**src/rtl/dual_track_counter.sv**
```systemverilog
// Multi-channel up/down counter carrying an architectural value v and an
// independently updated shadow imp; v + imp == MAX is checked every cycle.
module dtc_lane #(
  parameter int WIDTH    = 4,
  parameter int SATURATE = 0,
  parameter int RESET_V  = 0
) (
  input  logic             clk,
  input  logic             rst,
  input  logic             en,
  input  logic             dir,
  input  logic             ld,
  input  logic [WIDTH-1:0] ld_val,
  output logic [WIDTH-1:0] v,
  output logic [WIDTH-1:0] imp,
  output logic [WIDTH-1:0] out,
  output logic [WIDTH-1:0] out_q,
  output logic             edge_p,
  output logic             bad
);
  localparam logic [WIDTH-1:0] MAX = '1;
  localparam logic [WIDTH-1:0] ONE = WIDTH'(1);
  localparam logic [WIDTH-1:0] RV  = WIDTH'(RESET_V);

  logic [WIDTH-1:0] v_n, imp_n;
  logic             bnd_n;

  // imp moves opposite to v from its own register, never recomputed from v
  always_comb begin
    v_n   = v;
    imp_n = imp;
    bnd_n = 1'b0;
    if (ld) begin
      v_n   = ld_val;
      imp_n = MAX - ld_val;
    end else if (en) begin
      if (dir) begin
        if (v == MAX) begin
          bnd_n = 1'b1;
          if (SATURATE == 0) begin
            v_n   = '0;
            imp_n = MAX;
          end
        end else begin
          v_n   = v + ONE;
          imp_n = imp - ONE;
        end
      end else begin
        if (v == '0) begin
          bnd_n = 1'b1;
          if (SATURATE == 0) begin
            v_n   = MAX;
            imp_n = '0;
          end
        end else begin
          v_n   = v - ONE;
          imp_n = imp + ONE;
        end
      end
    end
  end

  always_ff @(posedge clk) begin
    if (rst) begin
      v      <= RV;
      imp    <= MAX - RV;
      out_q  <= RV;
      edge_p <= 1'b0;
    end else begin
      v      <= v_n;
      imp    <= imp_n;
      out_q  <= out;
      edge_p <= bnd_n;
    end
  end

  assign out = v & (MAX - imp);
  assign bad = (v + imp) != MAX;
endmodule

module dual_track_counter #(
  parameter int WIDTH    = 4,
  parameter int NCH      = 2,
  parameter int SATURATE = 0,
  parameter int RESET_V  = 0
) (
  input  logic                 clk,
  input  logic                 rst,
  input  logic [NCH-1:0]       en,
  input  logic [NCH-1:0]       dir,
  input  logic [NCH-1:0]       ld,
  input  logic [NCH*WIDTH-1:0] ld_val,
  output logic [NCH*WIDTH-1:0] out,
  output logic [NCH*WIDTH-1:0] out_q,
  output logic [NCH*WIDTH-1:0] v_o,
  output logic [NCH*WIDTH-1:0] imp_o,
  output logic [NCH-1:0]       edge_p,
  output logic                 inv_err
);
  logic [NCH-1:0][WIDTH-1:0] ldv, v, imp, o, oq;
  logic [NCH-1:0]            bad;

  assign ldv = ld_val;

  for (genvar c = 0; c < NCH; c++) begin : g_ch
    dtc_lane #(.WIDTH(WIDTH), .SATURATE(SATURATE), .RESET_V(RESET_V)) u_lane (
      .clk    (clk),
      .rst    (rst),
      .en     (en[c]),
      .dir    (dir[c]),
      .ld     (ld[c]),
      .ld_val (ldv[c]),
      .v      (v[c]),
      .imp    (imp[c]),
      .out    (o[c]),
      .out_q  (oq[c]),
      .edge_p (edge_p[c]),
      .bad    (bad[c])
    );
  end

  assign v_o   = v;
  assign imp_o = imp;
  assign out   = o;
  assign out_q = oq;

  // sticky until reset; only a broken datapath can ever set it
  always_ff @(posedge clk) begin
    if (rst)       inv_err <= 1'b0;
    else if (|bad) inv_err <= 1'b1;
  end
endmodule

```
**config.mk**
```make
export PLATFORM = sky130hd
export DESIGN_NAME = dual_track_counter
export DESIGN_NICKNAME = d
export VERILOG_FILES = /design/src/rtl/dual_track_counter.sv
export SDC_FILE = /design/constraint.sdc
export NUM_CORES = 1
export LEC_CHECK = 0
export CAP_MARGIN = 20
export CORE_MARGIN = 8
export CORE_UTILIZATION = 35
export CTS_CLUSTER_DIAMETER = 40
export DETAILED_ROUTE_END_ITERATION = 7
export PLACE_DENSITY_LB_ADDON = 0.2
export SLEW_MARGIN = 20
export SYNTH_ARGS = -nofsm -noshare
export SYNTH_HDL_FRONTEND = slang
export SYNTH_SLANG_ARGS = --single-unit
```
**constraint.sdc**
```tcl
create_clock -name clk -period 2.1 [get_ports clk]
set_input_delay 0.42 -clock clk [delete_from_list [all_inputs] [get_ports clk]]
set_output_delay 0.42 -clock clk [all_outputs]
set_load 0.05 [all_outputs]
```
==> metrics.md, run 1 <==
| Metric | Value |
|---|---|
| Status | `completed` |
| Simple-gate share of the synthesized area | `17.2%` |
| Unrepaired setup endpoints after global routing | `false` |
| RePlAce Congestion | `0.857` |
| Top_reg_cell synth | `dfxtp_1` |
| # hold bufs at CTS | `0` |
| Final slew viol count | `0` |
| Critical path's largest stage delay | `0.85 ns` |
| DR vias/cell | `5.04` |
| CTS Root Cell | `clkbuf_8` |
| Cell with the most instances after synthesis | `dfxtp_1` |
| Total gr overflow | `0` |
| CP required | `1.68 ns` |
| Antenna violations before repair | `0` |
| R2R setup slack | `0.20 ns` |
| Delay-heaviest family, CP | `buffers and inverters` |
| Area Growth Syn to Fin | `36.3%` |
| Drt total wl | `5.13 mm` |
| CP Buf/Inv Count | `1` |
| Number of flops mapped to enable cells by yosys | `0` |
| FFs w/ async S/R, synth | `0%` |
| Post-synthesis compound-gate area fraction | `23.1%` |
| VDD IR-drop max | `0.260 mV` |
| Post-Synthesis Cells | `222` |
| Share of layout cells above drive strength 1 | `16.1%` |
| Synth top cells by count | `dfxtp_1 (27), inv_1 (23), ha_1 (22)` |
| Distinct cells, synth | `50` |
| Final setup skew | `0.00156 ns` |
| Worst-path cell chain | `clkdlybuf4s50_1` |
| Clock latency on the worst-skew pair | `0.28 ns` |
| Seq cells post-synth | `27` |
| Ant diodes | `0` |
| CTS tree | `yes` |
| Slowest CP cell | `clkdlybuf4s50_1` |
| Crit Path Category | `flip-flop to output pin` |
| Pin count of the biggest net entering global routing | `25` |
| Post-CTS Resized | `0` |
| Critical Path AT | `1.59 ns` |
| Port Buffers | `50` |
| Die width | `89.8 um` |
| Syn_area_per_cell | `8.59 um^2` |
| Drt pass-1 iters | `4` |
| Final worst-path cycle share | `95.6%` |
| Final Hold Fails | `0` |
| Nets | `320` |
| Share of synthesized area occupied by flip-flops and latches | `28.3%` |
| Slew margin rel. | `65.7%` |
| Per-cell routed wire length | `14.6 um` |
| Number of CTS-inserted buffers | `3` |
| Critical path endpoint category | `output pin` |
| Crit-path max FO | `6` |
| Post-layout min period | `2.01 ns` |
| PD cells | `562 nW/um^2` |
| Fin Setup TNS | `0 ns` |
| Core area | `5370 um^2` |
| Total power | `1.46 mW` |
| Worst-Margin Slew | `0.513 ns` |
| Main combinational cell family by area after synthesis | `compound AO/OA/AOI/OAI gates` |
| Setup Fix Bufs, Post-CTS | `0` |
| Vias | `1768` |
| Max clock buf depth | `2` |
| P_leak | `1.17 nW` |
| Hold/Removal Path Class | `flip-flop to flip-flop` |
| First DRT Iteration DRCs | `117` |
| Leading area contributor after synthesis | `dfxtp_1` |
| Core Util, Final | `48.4%` |
| # DRC | `0` |
| Startpoint types | `flip-flop` |
| Num ports | `51` |
| CTS H-Tree Depth | `1` |
| Mux cell area share after synthesis | `2.10%` |
| Post-synthesis net count | `262` |
| Mapped cell area | `1910 um^2` |
| Sink Count | `27` |
| Hold_ws | `0.622 ns` |
| Number of global-route vias before repair | `1719` |
| Synth area leaders | `dfxtp_1 (28%), ha_1 (14%), a21oi_1 (5.0%)` |
| Synth warnings | `0` |
| Final Setup Violations | `0` |
| Die area | `8070 um^2` |
| Clock-pin transition on the worst setup and hold timing paths | `0.10 ns` |
| Max Freq | `0.498 GHz` |
| Initial Utilization | `35.5%` |
| Filler Cell Count | `537` |
| GRT Util Overall | `12.6%` |
| Synth Area in XOR/XNOR | `4.59%` |
| Max-cap violations | `0` |
| Adder-cell area share of the yosys netlist | `16.5%` |
| DP HPWL | `3.91 mm` |
| Chip height | `89.8 um` |
| Rows | `27` |
| Global-route wire length before repair | `8.65 mm` |
| Top-area cell type share of the netlist area | `28.3%` |
| Post-DRT Antenna Nets | `0` |
==> flip-flops by register name (all words and copies together), names as in the netlist <==
signal / cells
g_ch.u_lane.imp: 8
g_ch.u_lane.out_q: 8
g_ch.u_lane.v: 8
g_ch.u_lane.edge_p: 2
inv_err: 1
==> cell type report <==
type | instances | area, um^2 | share of cell area [%]
Timing Repair Buffer | 65 | 626 | 24.1
Sequential cell | 27 | 541 | 20.8
Multi-Input combinational cell | 160 | 1210 | 46.7
Clock buffer | 4 | 45.0 | 1.73
Tap cell | 72 | 90.1 | 3.46
Inverter | 23 | 86.3 | 3.32
==> final timing paths <==
kind	start	endpoint	cells past startpoint
setup reg to reg	g_ch[0].u_lane.v[1]	g_ch[0].u_lane.imp[3]	6
hold / removal	g_ch[0].u_lane.imp[3]	g_ch[0].u_lane.imp[3]	2
hold reg to reg	g_ch[0].u_lane.imp[3]	g_ch[0].u_lane.imp[3]	2
setup / recovery	g_ch[1].u_lane.imp[0]	imp_o[4]	1
==> worst min-delay path, stage by stage, from the launching register on <==
cell and delay (ns):
dfxtp_1 0.36, o311ai_1 0.08, a41o_1 0.16
==> routing by layer <==
metal | part of all wire (%) | wire length, um | track usage [%]
met5 | 0 | 0 | 0
met4 | 1.3 | 66 | 4.80
met3 | 4.3 | 222 | 2.33
met2 | 45 | 2300 | 18.8
met1 | 49 | 2530 | 17.5
==> cells in the final DEF, fill, tap and decap left out, types with 7 or more instances in the layout <==
master and count:
inv_1 23, ha_1 22, nor2_1 17, nor3_1 7, o21ai_0 11, a21oi_1 19
dfxtp_1 27, nor2b_1 8, buf_4 30, nand2_1 10, clkdlybuf4s50_1 30
==> kinds of logic (layout without fill, tap and decap cells) <==
| family | after synthesis | in the layout |
|---|---|---|
| muxes | 4 | 4 |
| buffers and inverters | 35 | 92 |
| adders and majority gates | 24 | 24 |
| and+or+nand+nor | 59 | 59 |
| AOI/OAI and AO/OA | 63 | 63 |
| DFF | 27 | 27 |
| xor gates and xnor gates | 10 | 10 |
==> where the power goes <==
group | leakage, nW | internal, mW | switching, mW
Clock | 0.0228 | 0.137 | 0.176
Combinational | 0.924 | 0.233 | 0.317
Sequential | 0.223 | 0.542 | 0.0582
Total | 1.17 | 0.912 | 0.551
==> metrics by stage <==
stage | cell area [um^2] | setup WS, ns | instances
after floorplan | 1910 | 0.115 | 222
after global placement | 2560 | 0.119 | 347
after detailed placement | 2560 | 0.0901 | 347
after CTS | 2600 | 0.0746 | 351
after global routing | 2600 | 0.0333 | 351
final | 2600 | 0.0927 | 351
No activity file was read; power rests on OpenSTA's default activity.
==> inputs of run 2 (changes only) <==
- CTS_CLUSTER_DIAMETER: 40 -> 80
==> results of run 2 <==
The final DEF is identical to that of run 1; final timing and power are the same.
